<file path="src/rtl/div_shift_sub_if.sv">
// rtl/div_shift_sub_if.sv - request/result bundle for the iterative signed divider
//
// Signals (master = requester, slave = divider):
//   valid     start request, sampled by the divider only while busy=0
//   dividend  DW-bit signed dividend
//   divisor   VW-bit signed divisor
//   busy      division in flight
//   quotient  DW-bit signed quotient, truncated toward zero
//   remainder VW-bit signed remainder, sign follows the dividend
//   dbz       divide-by-zero flag of the last result
//   ovf       quotient-overflow flag of the last result
//   done      one-cycle pulse marking a new result
interface div_shift_sub_if #(
    parameter int DW = 16,
    parameter int VW = 8
);
    logic          valid;
    logic [DW-1:0] dividend;
    logic [VW-1:0] divisor;
    logic          busy;
    logic [DW-1:0] quotient;
    logic [VW-1:0] remainder;
    logic          dbz;
    logic          ovf;
    logic          done;

    modport master (
        output valid, dividend, divisor,
        input  busy, quotient, remainder, dbz, ovf, done
    );

    modport slave (
        input  valid, dividend, divisor,
        output busy, quotient, remainder, dbz, ovf, done
    );
endinterface

</file>
<file path="src/rtl/div_shift_sub.sv">
// rtl/div_shift_sub.sv - restoring shift-and-subtract signed divider, one quotient bit per clock
//
// Ports:
//   clk  clock, all state changes on the rising edge
//   rst  synchronous active-high reset; discards any in-flight division
//   bus  div_shift_sub_if.slave: valid/dividend/divisor in,
//        busy/quotient/remainder/dbz/ovf/done out
//
// Optional build macro DIV_SAT_INT8_EN: clamps the final quotient to
// [-128, 127] (sign-extended to DW bits) and raises ovf when clamping
// changed the value.
module div_shift_sub #(
    parameter int DW = 16,
    parameter int VW = 8
) (
    input  logic              clk,
    input  logic              rst,
    div_shift_sub_if.slave    bus
);
    localparam int CW = (DW > 1) ? $clog2(DW) : 1;

    localparam logic signed [DW:0] Q_MAX  = (DW+1)'(2**(DW-1) - 1);
    localparam logic signed [DW:0] Q8_MAX = (DW+1)'(127);
    localparam logic signed [DW:0] Q8_MIN = (DW+1)'(-128);

    typedef enum logic [1:0] {S_IDLE, S_RUN, S_FIX} state_t;

    state_t        r_state;
    logic [CW-1:0] r_cnt;
    logic [DW-1:0] r_dvd;       // |dividend|, shifted out MSB first
    logic [VW-1:0] r_dvs;       // |divisor|; |-2^(VW-1)| still fits unsigned
    logic [VW:0]   r_rem;       // partial remainder
    logic [DW:0]   r_q;         // quotient magnitude; 2^(DW-1) must be representable
    logic          r_qsign;
    logic          r_dsign;
    logic          r_dbz_pend;

    logic [DW-1:0] r_quot;
    logic [VW-1:0] r_remo;
    logic          r_dbz;
    logic          r_ovf;
    logic          r_done;

    logic [VW:0]   w_shift;
    logic [VW+1:0] w_trial;
    logic          w_ge;

    logic signed [DW:0] w_q_signed;
    logic [DW-1:0]      w_fix_q;
    logic [VW-1:0]      w_fix_rem;
    logic               w_fix_ovf;

    // The remainder stays below |divisor| <= 2^(VW-1), so shifting it left
    // within VW+1 bits never loses a set bit.
    assign w_shift = (r_rem << 1) | (VW+1)'(r_dvd[DW-1]);
    assign w_trial = {1'b0, w_shift} - {2'b00, r_dvs};
    assign w_ge    = ~w_trial[VW+1];

    always_comb begin
        w_q_signed = r_qsign ? -r_q : r_q;
        w_fix_rem  = r_dsign ? VW'(-r_rem) : VW'(r_rem);
`ifdef DIV_SAT_INT8_EN
        if (w_q_signed > Q8_MAX) begin
            w_fix_q   = DW'(Q8_MAX);
            w_fix_ovf = 1'b1;
        end else if (w_q_signed < Q8_MIN) begin
            w_fix_q   = DW'(Q8_MIN);
            w_fix_ovf = 1'b1;
        end else begin
            w_fix_q   = DW'(w_q_signed);
            w_fix_ovf = 1'b0;
        end
`else
        // Only -2^(DW-1) / -1 can exceed the positive range.
        if (w_q_signed > Q_MAX) begin
            w_fix_q   = DW'(Q_MAX);
            w_fix_ovf = 1'b1;
        end else begin
            w_fix_q   = DW'(w_q_signed);
            w_fix_ovf = 1'b0;
        end
`endif
        if (r_dbz_pend) begin
`ifdef DIV_SAT_INT8_EN
            w_fix_q = r_dsign ? DW'(Q8_MIN) : DW'(Q8_MAX);
`else
            w_fix_q = r_dsign ? {1'b1, {(DW-1){1'b0}}} : {1'b0, {(DW-1){1'b1}}};
`endif
            w_fix_rem = '0;
            w_fix_ovf = 1'b0;
        end
    end

    always_ff @(posedge clk) begin
        if (rst) begin
            r_state    <= S_IDLE;
            r_cnt      <= '0;
            r_dvd      <= '0;
            r_dvs      <= '0;
            r_rem      <= '0;
            r_q        <= '0;
            r_qsign    <= 1'b0;
            r_dsign    <= 1'b0;
            r_dbz_pend <= 1'b0;
            r_quot     <= '0;
            r_remo     <= '0;
            r_dbz      <= 1'b0;
            r_ovf      <= 1'b0;
            r_done     <= 1'b0;
        end else begin
            r_done <= 1'b0;
            case (r_state)
                S_IDLE: begin
                    if (bus.valid) begin
                        r_state    <= S_RUN;
                        r_dvd      <= bus.dividend[DW-1] ? -bus.dividend : bus.dividend;
                        r_dvs      <= bus.divisor[VW-1] ? -bus.divisor : bus.divisor;
                        r_qsign    <= bus.dividend[DW-1] ^ bus.divisor[VW-1];
                        r_dsign    <= bus.dividend[DW-1];
                        r_dbz_pend <= (bus.divisor == '0);
                        r_rem      <= '0;
                        r_q        <= '0;
                        r_cnt      <= CW'(DW-1);
                    end
                end
                S_RUN: begin
                    r_dvd <= r_dvd << 1;
                    r_rem <= w_ge ? w_trial[VW:0] : w_shift;
                    r_q   <= {r_q[DW-1:0], w_ge};
                    if (r_cnt == '0) begin
                        r_state <= S_FIX;
                    end else begin
                        r_cnt <= r_cnt - 1'b1;
                    end
                end
                S_FIX: begin
                    r_quot  <= w_fix_q;
                    r_remo  <= w_fix_rem;
                    r_dbz   <= r_dbz_pend;
                    r_ovf   <= w_fix_ovf;
                    r_done  <= 1'b1;
                    r_state <= S_IDLE;
                end
                default: r_state <= S_IDLE;
            endcase
        end
    end

    assign bus.busy      = (r_state != S_IDLE);
    assign bus.quotient  = r_quot;
    assign bus.remainder = r_remo;
    assign bus.dbz       = r_dbz;
    assign bus.ovf       = r_ovf;
    assign bus.done      = r_done;
endmodule
</file>
<file path="src/flat_wrapper.sv">
// flat-port wrapper written by rule: the top's interface ports become plain ports
module div_shift_sub_flat 
#(
    parameter int DW = 16,
    parameter int VW = 8
)
  (clk, rst, bus_valid, bus_dividend, bus_divisor, bus_busy, bus_quotient, bus_remainder, bus_dbz, bus_ovf, bus_done);
  div_shift_sub_if #(.DW(DW), .VW(VW)) bus_i ();
  input  logic clk;
  input  logic rst;
  input wire logic [$bits(bus_i.valid)-1:0] bus_valid;
  input wire logic [$bits(bus_i.dividend)-1:0] bus_dividend;
  input wire logic [$bits(bus_i.divisor)-1:0] bus_divisor;
  output wire logic [$bits(bus_i.busy)-1:0] bus_busy;
  output wire logic [$bits(bus_i.quotient)-1:0] bus_quotient;
  output wire logic [$bits(bus_i.remainder)-1:0] bus_remainder;
  output wire logic [$bits(bus_i.dbz)-1:0] bus_dbz;
  output wire logic [$bits(bus_i.ovf)-1:0] bus_ovf;
  output wire logic [$bits(bus_i.done)-1:0] bus_done;
  assign bus_i.valid = bus_valid;
  assign bus_i.dividend = bus_dividend;
  assign bus_i.divisor = bus_divisor;
  assign bus_busy = bus_i.busy;
  assign bus_quotient = bus_i.quotient;
  assign bus_remainder = bus_i.remainder;
  assign bus_dbz = bus_i.dbz;
  assign bus_ovf = bus_i.ovf;
  assign bus_done = bus_i.done;
  div_shift_sub #(.DW(DW), .VW(VW)) u_core (.clk(clk), .rst(rst), .bus(bus_i));
endmodule
</file>
<file path="config.mk">
export PLATFORM = sky130hd
export DESIGN_NAME = div_shift_sub_flat
export DESIGN_NICKNAME = d
export VERILOG_FILES = /design/src/rtl/div_shift_sub_if.sv /design/src/rtl/div_shift_sub.sv /design/src/flat_wrapper.sv
export SDC_FILE = /design/constraint.sdc
export NUM_CORES = 1
export LEC_CHECK = 0
export CAP_MARGIN = 10
export CORE_MARGIN = 3
export CORE_UTILIZATION = 60
export CTS_BUF_LIST = sky130_fd_sc_hd__clkbuf_4
export DETAILED_ROUTE_END_ITERATION = 7
export PLACE_DENSITY = 0.85
export SYNTH_ARGS = -nofsm -noshare
export SYNTH_HDL_FRONTEND = slang
export SYNTH_SLANG_ARGS = --single-unit
</file>
<file path="constraint.sdc">
create_clock -name clk -period 4.3 [get_ports clk]
set_input_delay 0.86 -clock clk [delete_from_list [all_inputs] [get_ports clk]]
set_output_delay 0.86 -clock clk [all_outputs]
set_load 0.02 [all_outputs]
</file>
Word level (Yosys, flattened, before mapping)
Index checks and enable logic that the tools add are counted.
{"block": "word_totals", "register_bits": 85, "inputBits": 27}
{"block": "classes", "n_eq_ne": 5, "add_sub_neg": 6, "magnitude_cmp": 1, "mux": 24, "n_bitwise": 3, "reduce_logical": 9}
{"operator": "2-to-1 mux 16 bit", "n": 5}
{"operator": "2-to-1 mux 8 bit", "n": 5}
{"operator": "2-to-1 mux 17 bit", "n": 2}
{"operator": "case mux 17 bit (2 select lines)", "n": 1}
{"operator": "case mux 16 bit (2 select lines)", "n": 1}
{"operator": "greater-than comparator 17 x 16 -> 1 bit, second input constant", "n": 1}
{"operator": "negation 17 bit", "n": 1}
{"operator": "negation 16 bit", "n": 1}
{"operator": "negation 8 bit", "n": 2}
{"operator": "case mux 8 bit (2 select lines)", "n": 1}
{"operator": "subtractor 9 x 8 -> 10 bit", "n": 1}
{"operator": "OR 9 x 1 -> 9 bit", "n": 1}
{"operator": "zero test 8 bit", "n": 1}
{"operator": "2-to-1 mux 4 bit", "n": 2}
{"operator": "case mux 4 bit (2 select lines)", "n": 1}
{"operator": "AND reduction 2 bit", "n": 3}
{"operator": "zero test 4 bit", "n": 1}
{"operator": "2-to-1 mux 2 bit", "n": 2}
{"operator": "!= test 2 bit, second input constant", "n": 2}
{"operator": "case mux 2 bit (2 select lines)", "n": 1}
{"operator": "nonzero test 2 bit", "n": 2}
{"operator": "subtractor 4 x 1 -> 4 bit, second input constant", "n": 1}
{"operator": "2-to-1 mux 1 bit", "n": 3}
{"operator": "AND reduction 3 bit", "n": 1}
{"operator": "other kinds (6)", "n": 6}

Longest topological paths before layout
Gate-level depths: netlist of run 1.
{"block": "logic_depth", "depth_word": 5, "mapped_depth": 10, "ltp_nobuf": 10}

Worst setup path after synthesis of run 1
Ideal clock, no wire load.
{"block": "synth_timing", "path_kind": "flip-flop to flip-flop", "start": "reg u_core.r_q[5]", "end": "reg u_core.r_quot[12] (netlist: u_core.bus.quotient[12])", "setup_ns": 0.074, "t_arrival_ns": 2.340, "stages_incl_launch_ff": 9, "n_path_buf": 2, "slack_ns": 1.886, "path_cell_list": "dfxtp_1 or4_1 buf_2 or4_4 o31ai_4 xor2_2 o31ai_4 buf_6 a31oi_1"}
{"block": "synth_between", "elab_chain_len": 5}
{"item": "from (decl)", "line": "div_shift_sub.sv:33", "source": "logic [DW:0] r_q;"}
{"item": "from (signal assigned)", "line": "div_shift_sub.sv:129", "source": "r_q <= {r_q[DW-1:0], w_ge};"}
{"item": "negation 17 bit", "line": "div_shift_sub.sv:60", "source": "w_q_signed = r_qsign ? -r_q : r_q;"}
{"item": "2-to-1 mux 17 bit (*)", "line": "div_shift_sub.sv:60"}
{"item": "greater-than comparator 17 x 16 -> 1 bit", "line": "div_shift_sub.sv:75", "source": "if (w_q_signed > Q_MAX) begin"}
{"item": "2-to-1 mux 16 bit (*)", "line": "div_shift_sub.sv:75"}
{"item": "2-to-1 mux 16 bit (*)", "line": "div_shift_sub.sv:83", "source": "if (r_dbz_pend) begin"}
{"item": "to (signal assigned)", "line": "div_shift_sub.sv:137", "source": "r_quot <= w_fix_q;"}
{"item": "to (decl)", "line": "div_shift_sub.sv:38", "source": "logic [DW-1:0] r_quot;"}
Every way passes the cells marked *; elsewhere a longest branch is shown, timed or not.
A chain may end at the register's enable or synchronous reset.

Worst setup path in the final report of run 1
{"block": "layout_timing", "start": "reg u_core.r_rem[0]", "end": "reg u_core.r_rem[0]"}
{"block": "layout_between", "elab_chain_len": 4}
{"item": "from (decl)", "line": "div_shift_sub.sv:32", "source": "logic [VW:0] r_rem;"}
{"item": "from (signal assigned)", "line": "div_shift_sub.sv:128", "source": "r_rem <= w_ge ? w_trial[VW:0] : w_shift;"}
{"item": "OR 9 x 1 -> 9 bit", "line": "div_shift_sub.sv:55", "source": "assign w_shift = (r_rem << 1) | (VW+1)'(r_dvd[DW-1]);"}
{"item": "subtractor 9 x 8 -> 10 bit", "line": "div_shift_sub.sv:56", "source": "assign w_trial = {1'b0, w_shift} - {2'b00, r_dvs};"}
{"item": "2-to-1 mux 8 bit", "line": "div_shift_sub.sv:128"}
{"item": "case mux 8 bit (2 select lines)", "line": "div_shift_sub.sv:112", "source": "case (r_state)"}
No other way between the ends.

==> metrics.cfg, run 1 <==
[sta]
slew_viol_final=0
maxSlewHeadroom=0.241
fin_worst_skew_ns=0.0225
max_freq_ghz=0.355
hold_violations=0
period_needed_ns=2.81
tightestPinTransition_ns=1.14
period_share=0.654
report.final.setup_viol=0
rsz0062_at_grt=no
setup_slack_ns=1.49
setup-tns-final_ns=0

[route]
drt-total-wl_um=10100
drt-initial-drc-count=244
postRouteAntennaNets=0
wire_per_inst_um=15.5
routed-via-count=3943
vias_per_cell=6.08
dr.pass1.iters=5
route.detailed.drc=0

[floorplanning]
die_x_um=91.7
core_sq_um=6940
die_area_sq_um=8420
io_pins=55
rows=30
initial_core_util=0.635
dieHeight_um=91.7

[outcome]
run_status=completed

[global_route]
grt_usage=0.245
grt_pass1_wl_um=17100
antenna_found_initial=0
grt_overflow=0
grt_pass1_vias=3662
grt_max_degree=35

[yosys]
synthCells=511
ys_ff_latch=85
ys_seq_area_frac=0.386
synthArstFlopShare=0
synth_cell_types=53
ys.flop_type=dfxtp_1
syn_area_per_cell_sq_um=8.63
yosysWarnings=0
synth_edf_count=0
synth_nets=552
syn_area_sq_um=4410

[clock_tree]
ctsResizeCount=0
clock_sinks=85
cts_buffer_depth=2
post_cts_buffers=0
cts_tree=done
cts_root_buf=clkbuf_4
clk_latency_ns=0.43
holdBufCountCts=0
cts_buffers=9
ctsHtreeMaxLevel=3
clk_pin_slew_ns=0.14

[finish]
stdcell_count=649
diodes=0
mostFrequentLayoutCells=dfxtp_1 (85), clkdlybuf4s50_1 (53), nor2_1 (52), nand2_1 (47), xnor2_1 (28)
final_nets=589
syn2layout_area_growth_pct=16.0
drive_gt1_frac=0.0579
final_util=0.737
layout_commonest_cell=dfxtp_1

[worst_setup_path]
slowest_stage=a2111oi_4
crit_family=compound AO/OA/AOI/OAI gates
worstPathRequired_ns=4.62
worst-setup-path-type=register to register
crit_fanout=10
r2r_cells=7
cp_num_buf_inv=0
critPathMaxStageDelay_ns=0.74
startpoint_type=register
worstReg2RegStart=u_core.r_rem[0]
crit_arrival_ns=3.13
end_kind=register
r2r-end=u_core.r_rem[0]
rrSetupSlack_ns=1.49
path_cells=ha_1, nor2b_1, o31ai_1, a311oi_1, a2111oi_4, mux2i_1, a22o_1

[placed_design]
dpl_worst_slack_ns=1.23
place_congestion=0.830
dp.cells=632
port_buffers=54
dp.final_hpwl_um=7360

[min_path]
min_path_type=register to register
min_to=u_core.bus.ovf
min_delay_path_depth=2
min-delay-start=u_core.bus.ovf

[flow_run]
max_cap_violations=0

[power_and_ir_drop]
p_per_area_nw_per_um2=332
total_leakage_power_nw=1.89
power_mw=1.70
vdd_drop_max_mv=0.291

how the worst max path moves through the flow:
stage               cells after the start            start                      end  slack (ns)
global route                            7  u_core.r_rem[0]          u_core.r_rem[3]        1.16
detailed placement                      6  bus_dividend[2]         u_core.r_dvd[13]        1.23
CTS                                     7  u_core.r_rem[0]          u_core.r_rem[0]        1.48
global placement                        6  bus_dividend[2]         u_core.r_dvd[13]        1.33
floorplan                               8    u_core.r_q[5]  u_core.bus.quotient[12]        1.89
finish                                  7  u_core.r_rem[0]          u_core.r_rem[0]        1.49
stage by stage:
step	hold slack [ns]	area [sq um]
after floorplan	0.441	4410
after global placement	0.442	4970
after detailed placement	0.460	4970
after CTS	0.478	5110
after global routing	0.513	5120
final	0.473	5120
cells by family after synthesis:
kind of cell,Yosys count,synth area share
compound gates,160,0.268
fa+ha+maj,14,0.0414
xor+xnor,44,0.0891
flops,85,0.386
simple gates,144,0.151
mux,6,0.0136
buf+inv,58,0.0513
registers in the layout, summed over array words and instances, names as in the netlist:
signal / cells
u_core.r_state: 2
u_core.r_q: 17
u_core.bus.quotient: 16
u_core.r_cnt: 4
u_core.r_qsign: 1
u_core.r_dvs: 8
u_core.r_dbz_pend: 1
u_core.r_dsign: 1
u_core.bus.dbz: 1
u_core.bus.done: 1
u_core.r_dvd: 16
u_core.bus.remainder: 8
u_core.r_rem: 8
u_core.bus.ovf: 1
cells in the mapped netlist (all sizes together) (5+ instances only):
cell type / count / area share
a22o: 15 / 0.030
a222oi: 8 / 0.018
nand2b: 9 / 0.013
a211oi: 8 / 0.014
a31oi: 9 / 0.013
o31ai: 18 / 0.037
xnor2: 28 / 0.056
o21ai: 27 / 0.031
or3: 6 / 0.0085
a21oi: 24 / 0.027
a2111oi: 5 / 0.014
or4: 6 / 0.011
nand2: 47 / 0.040
dfxtp: 85 / 0.39
o211ai: 5 / 0.0085
ha: 13 / 0.037
xor2: 16 / 0.033
nor2: 52 / 0.044
a22oi: 12 / 0.020
clkbuf: 32 / 0.027
inv: 24 / 0.020
o41ai: 6 / 0.012
nor3: 6 / 0.0068
mux2i: 6 / 0.014
worst min-delay path, delay by kind of cell (launching register included):
kind	cells	cell delay, ns
DFF	1	0.34
and+or+nand+nor	1	0.05
AOI/OAI and AO/OA	1	0.06
layout make-up:
cell class	count	area [sq um]
fillers	533	1830
clock inverters	7	73.8
multi-input cells	368	2480
well taps	96	120
clock buffers	9	67.6
inverters	24	90.1
repair buffers	60	581
flip-flops and latches	85	1700
metal layers:
layer / up-vias / part of all wire / track usage
li1: 1935 / - / -
met1: 1892 / 0.44 / 0.316
met2: 110 / 0.50 / 0.427
met3: 6 / 0.047 / 0.0459
met4: 0 / 0.0077 / 0.0557
met5: - / 0 / 0
power by group:
| group | internal (mW) | switching (mW) | total, mW |
|---|---|---|---|
| logic | 0.161 | 0.205 | 0.366 |
| registers | 0.827 | 0.0388 | 0.866 |
| clock network | 0.181 | 0.287 | 0.468 |
(Power assumes the default switching activity.)
==> run 2, diff against run 1 <==
- CORE_UTILIZATION: 60 -> 52
- PLACE_DENSITY: 0.85 -> 0.78
- clock period: 4.3 -> 2.5 ns (I/O delays scaled with it)
==> run 2 against run 1 <==
Compared with the run above:
- clock power rose by 69%
- first-iteration DRC count fell by 0.41%
- clock-buffer cell count rose by 1
- utilization fell by 6.9 points
- combinational power rose by 81%
- critical path type unchanged
- largest cell class unchanged
==> metrics.cfg, run 2 (synthesis results as in run 1) <==
[outcome]
run_status=completed

[finish]
drive_gt1_frac=0.0971  ; +0.0392
largest_register=u_core.r_q
syn2layout_area_growth_pct=20.6
multi_input_area_sq_um=2490  ; +0.30%
largest_reg_flops=17  ; unchanged
num-fill-cells=667  ; +25%
fin_area_sq_um=5320  ; +4.0%
final_nets=613  ; +4.1%
regArea_sq_um=1700  ; unchanged
mostFrequentLayoutCells=dfxtp_1 (85), clkdlybuf4s50_1 (53), nor2_1 (52), nand2_1 (47), buf_4 (29)
layout_commonest_cell=dfxtp_1
diodes=0  ; unchanged

[min_path]
min-delay-start=rst
min_delay_path_depth=2  ; unchanged
min_to=u_core.bus.remainder[4]
min_path_type=input pin to register

[route]
vias_per_cell=5.95  ; -2.1%
postRouteAntennaNets=0  ; unchanged
drt-initial-drc-count=243  ; -0.41%
dr.pass1.iters=5  ; unchanged
drt-total-wl_um=10500  ; +3.9%
routed-via-count=4040  ; +2.5%
route.detailed.drc=0  ; unchanged
wire_per_inst_um=15.4  ; -0.71%

[power_and_ir_drop]
power.internal_mw=2.04  ; +75%
vdd_drop_max_mv=0.346  ; +19%
power_mw=2.94  ; +73%
clock_power_share=0.269  ; -0.006
pwr-share-comb=0.226  ; +0.011
switching_share=0.306  ; -0.00631
total_leakage_power_nw=2.02  ; +6.7%
seq_power_share=0.505  ; -0.004
p_sw_mw=0.901  ; +70%
p_per_area_nw_per_um2=553  ; +66%

[floorplanning]
die_x_um=98.1  ; +6.9%
core_sq_um=7970  ; +15%
die_area_sq_um=9620  ; +14%
initial_core_util=0.554  ; -0.0816
io_pins=55  ; unchanged
dieHeight_um=98.1  ; +6.9%
rows=32  ; +6.7%

[worst_setup_path]
end_kind=register
path_cells=or4_1, or4_4, o31ai_4, xor2_2, o31ai_4, buf_12, a21oi_1
r2r_cells=7  ; unchanged
crit_top_cell=o31ai_4
slowest_stage=or4_1
worstReg2RegStart=u_core.r_q[6]
worstPathRequired_ns=2.88  ; -1.74 ns
worst-setup-path-type=register to register
crit_family=simple AND/OR/NAND/NOR gates
rrSetupSlack_ns=0.11  ; -1.38 ns
crit_arrival_ns=2.77  ; -0.36 ns
cp_num_buf_inv=1  ; +1
startpoint_type=register
crit_fanout=16  ; +6
r2r-end=u_core.bus.quotient[9]
critPathMaxStageDelay_ns=0.54  ; -0.20 ns

[global_route]
grt_overflow=0  ; unchanged
antenna_found_initial=0  ; unchanged
grt_usage=0.228  ; -0.0178
grt_pass1_wl_um=18300  ; +7.2%
grt_pass1_vias=3868  ; +5.6%
grt_max_degree=50  ; +43%

[flow_run]
max_cap_violations=0  ; unchanged

[sta]
rsz0062_at_grt=no
fin_worst_skew_ns=0.0151  ; -0.00743 ns
period_needed_ns=2.39  ; -0.424 ns
tightestPinTransition_ns=1.17  ; +0.0320 ns
slew_viol_final=0  ; unchanged
maxSlewHeadroom=0.217  ; -0.0242
report.final.setup_viol=0  ; unchanged
max_freq_ghz=0.418  ; +18%
hold_violations=0  ; unchanged
period_share=0.956  ; +0.301

[placed_design]
place_congestion=0.869  ; +4.7%
post_dp_cell_area_sq_um=5150  ; +3.8%
dp.final_hpwl_um=7740  ; +5.2%
port_buffers=54  ; unchanged

[clock_tree]
cts_root_buf=clkbuf_4
clock_sinks=85  ; unchanged
ctsHtreeMaxLevel=3  ; unchanged
cts_buffer_depth=2  ; unchanged
cts_buffers=9  ; unchanged
clk_latency_ns=0.44  ; about the same
cts_tree=done
clk_pin_slew_ns=0.14  ; about the same

[run 2: cell count changes in the layout (fill, tap and decap cells not counted), sizes merged]
cell and change:
buf +24, clkbuf +1, clkinv -1, clkinvlp +1, inv -1
[run 2: stage by stage]
step | hold slack, ns | worst slack (ns) | util | setup TNS [ns] | instances
after floorplan | 0.441 | 0.0859 | - | 0 | 511
after CTS | 0.410 | 0.100 | 0.667 | 0 | 679
final | 0.425 | 0.110 | 0.668 | 0 | 679
after global routing | 0.419 | 0.00128 | 0.668 | 0 | 679
after detailed placement | 0.449 | -0.107 | 0.647 | -0.238 | 662
after global placement | 0.442 | 0.0419 | 0.647 | 0 | 662
[run 2: final cells by class]
class / count / area share
flip-flops and latches: 85 / 0.320
repair buffers: 84 / 0.145
inverters: 24 / 0.0169
well taps: 102 / 0.0240
multi-input cells: 368 / 0.468
clock inverters: 6 / 0.0118
clock buffers: 10 / 0.0141
[run 2: worst max-delay path by stage]
stage / slack, ns / from / cells after the start / endpoint
floorplan: 0.09 / u_core.r_q[5] / 8 / u_core.bus.quotient[12]
global placement: 0.04 / bus_dividend[5] / 8 / u_core.r_dvd[10]
detailed placement: -0.11 / bus_dividend[10] / 6 / u_core.r_dvd[12]
CTS: 0.10 / u_core.r_q[5] / 7 / u_core.bus.quotient[14]
global route: 0.001 / u_core.r_q[5] / 7 / u_core.bus.quotient[9]
finish: 0.11 / u_core.r_q[6] / 7 / u_core.bus.quotient[9]
[run 2: per-layer routing]
layer,share of wire,global-route usage,vias up,wire [um]
met5,0,0,-,0
met4,0.014,0.0745,0,150
met3,0.047,0.0400,11,495
met2,0.50,0.396,124,5220
met1,0.44,0.285,1922,4610
li1,-,-,1983,-
[run 2: what timing repair did]
| action | in CTS | in global routing |
|---|---|---|
| hold buffers | 0 | 0 |
| pin swaps | 1 | 0 |
| setup endpoints to repair | 9 | 1 |
| gates resized for setup | 0 | 1 |
| buffers inserted | 1 | 0 |
[run 2: power groups by stage]
stage / registers (mW) / logic [mW] / clock network, mW
final: 1.49 / 0.664 / 0.790
after global routing: 1.50 / 0.746 / 0.867
after CTS: 1.49 / 0.662 / 0.807
after detailed placement: 1.52 / 0.658 / 0
after global placement: 1.51 / 0.640 / 0
after floorplan: 1.50 / 0.470 / 0
==> run 3, diff against run 2 <==
- ABC_CLOCK_PERIOD_IN_PS: default -> 2500
- RECOVER_POWER: default -> 100
==> run 3 against run 2 <==
Compared with the run above:
- maximum frequency barely moved
- flip-flop and latch count stayed put
- clock-buffer cell count unchanged
- register-to-register slack hardly changed
- critical path type unchanged
- first-iteration DRC count shrank 8.6%
- hold slack about the same
- global-route usage is the same
- critical path depth did not move
==> metrics.cfg, run 3 (synthesis results as in run 1) <==
[outcome]
run_status=completed

[clock_tree]
cts_tree=done
clock_sinks=85  ; unchanged
cts_buffers=9  ; unchanged
clk_latency_ns=0.44  ; about the same
cts_buffer_depth=2  ; unchanged
holdBufCountCts=0  ; unchanged
cts_root_buf=clkbuf_4
ctsHtreeMaxLevel=3  ; unchanged
clk_pin_slew_ns=0.14  ; about the same

[global_route]
groute.layer.met2.usage=0.396  ; unchanged
grt_pass1_wl_um=18300  ; unchanged
grt_usage=0.228  ; unchanged
grt_use_met1=0.285  ; unchanged
grt_max_degree=50  ; unchanged
top_usage_layer=met2
antenna_found_initial=0  ; unchanged
grt_pass1_vias=3868  ; unchanged
grt_overflow=0  ; unchanged
grt_util_met3=0.0400  ; unchanged

[sta]
hold_violations=0  ; unchanged
setup-tns-final_ns=0  ; unchanged
whs_ns=0.425  ; +0.0000950 ns
fin_worst_skew_ns=0.0167  ; +0.00162 ns
period_share=0.955  ; about the same
tightestPinTransition_ns=1.16  ; -0.0143 ns
slew_viol_final=0  ; unchanged
report.final.setup_viol=0  ; unchanged
period_needed_ns=2.39  ; -0.00155 ns
rsz0062_at_grt=no
max_freq_ghz=0.419  ; about the same
maxSlewHeadroom=0.226  ; +0.00954

[worst_setup_path]
startpoint_type=register
crit_arrival_ns=2.77  ; about the same
r2r-end=u_core.bus.quotient[9]
end_kind=register
worstPathRequired_ns=2.88  ; about the same
crit_fanout=16  ; unchanged
crit_start=u_core.r_q[6]
worstReg2RegStart=u_core.r_q[6]
worst-setup-path-type=register to register
r2r_cells=7  ; unchanged
rrSetupSlack_ns=0.11  ; about the same
endpoint=u_core.bus.quotient[9]

[floorplanning]
io_pins=55  ; unchanged
die_area_sq_um=9620  ; unchanged
die_x_um=98.1  ; unchanged
dieHeight_um=98.1  ; unchanged
core_sq_um=7970  ; unchanged
initial_core_util=0.554  ; unchanged
rows=32  ; unchanged

[power_and_ir_drop]
total_leakage_power_nw=2.09  ; +3.5%
p_per_area_nw_per_um2=553  ; about the same
vdd_drop_max_mv=0.354  ; +2.1%

[finish]
largest_register=u_core.r_q
drive_gt1_frac=0.0832  ; -0.0139
layout_commonest_cell=dfxtp_1
mostFrequentLayoutCells=dfxtp_1 (85), nor2_1 (52), nand2_1 (47), dlygate4sd3_1 (31), xnor2_1 (28)
final_nets=613  ; unchanged
final_util=0.664  ; -0.00361
largest_reg_flops=17  ; unchanged
num-fill-cells=677  ; +1.5%
syn2layout_area_growth_pct=20.0
diodes=0  ; unchanged

[placed_design]
dp.final_hpwl_um=7740  ; unchanged
port_buffers=54  ; unchanged
place_congestion=0.869  ; unchanged

[route]
postRouteAntennaNets=0  ; unchanged
drt-initial-drc-count=222  ; -8.6%
routed-via-count=4048  ; +0.20%
drt-total-wl_um=10400  ; -0.32%
vias_per_cell=5.96  ; +0.20%
route.detailed.drc=0  ; unchanged
dr.pass1.iters=6  ; +1
wire_per_inst_um=15.4  ; -0.32%

[flow_run]
max_cap_violations=0  ; unchanged

[min_path]
min_path_type=input pin to register

## run 3: worst min path at each step
stage,startpoint,endpoint,slack [ns],depth (start not counted)
after global placement,u_core.bus.dbz,u_core.bus.dbz,0.44,2
after global routing,rst,u_core.bus.remainder[2],0.42,2
final,rst,u_core.bus.remainder[4],0.42,2
after detailed placement,u_core.bus.remainder[7],u_core.bus.remainder[7],0.45,2
after CTS,rst,u_core.bus.remainder[3],0.41,2
after floorplan,u_core.r_dvs[0],u_core.r_dvs[0],0.44,2
## run 3: final cells by class
| type | count | area (sq um) | area share |
|---|---|---|---|
| Clock buffer | 10 | 75.1 | 0.0142 |
| Clock inverter | 6 | 62.6 | 0.0118 |
| Inverter | 24 | 90.1 | 0.0170 |
| Multi-Input combinational cell | 368 | 2490 | 0.471 |
| Timing Repair Buffer | 84 | 744 | 0.141 |
| Tap cell | 102 | 128 | 0.0241 |
| Sequential cell | 85 | 1700 | 0.322 |
## run 3: layer usage
metal / share of wire / wire length (um) / vias to the layer above
met3: 0.043 / 444 / 11
met4: 0.014 / 150 / 0
li1: - / - / 1990
met5: 0 / 0 / -
met2: 0.50 / 5240 / 109
met1: 0.44 / 4600 / 1938
## run 3: timing repair
action	4_1_cts	5_1_grt
gates resized for setup	0	1
pin swaps	1	0
setup endpoints to repair	9	1
setup buffers	1	0
## run 3: metrics by stage
| stage | setup slack, ns | power [mW] | area [sq um] | std cells |
|---|---|---|---|---|
| final | 0.112 | 2.93 | 5290 | 679 |
| after global placement | 0.0419 | 2.15 | 5150 | 662 |
| after global routing | 0.00128 | 3.10 | 5290 | 679 |
| after floorplan | 0.0859 | 1.97 | 4410 | 511 |
| after detailed placement | -0.107 | 2.17 | 5150 | 662 |
| after CTS | 0.100 | 2.95 | 5310 | 679 |
## run 3: power breakdown
group / switching [mW] / leakage (nW) / internal [mW] / total, mW
sequential: 0.0640 / 0.691 / 1.42 / 1.49
clock: 0.476 / 0.0704 / 0.315 / 0.791
combinational: 0.359 / 1.33 / 0.290 / 0.649
## run 3: critical path: stages, from the launching register on
cell and delay, ns:
dfxtp_1 0.34, or4_1 0.54, or4_4 0.54, o31ai_4 0.26
xor2_2 0.23, o31ai_4 0.11, buf_12 0.17, a21oi_1 0.13
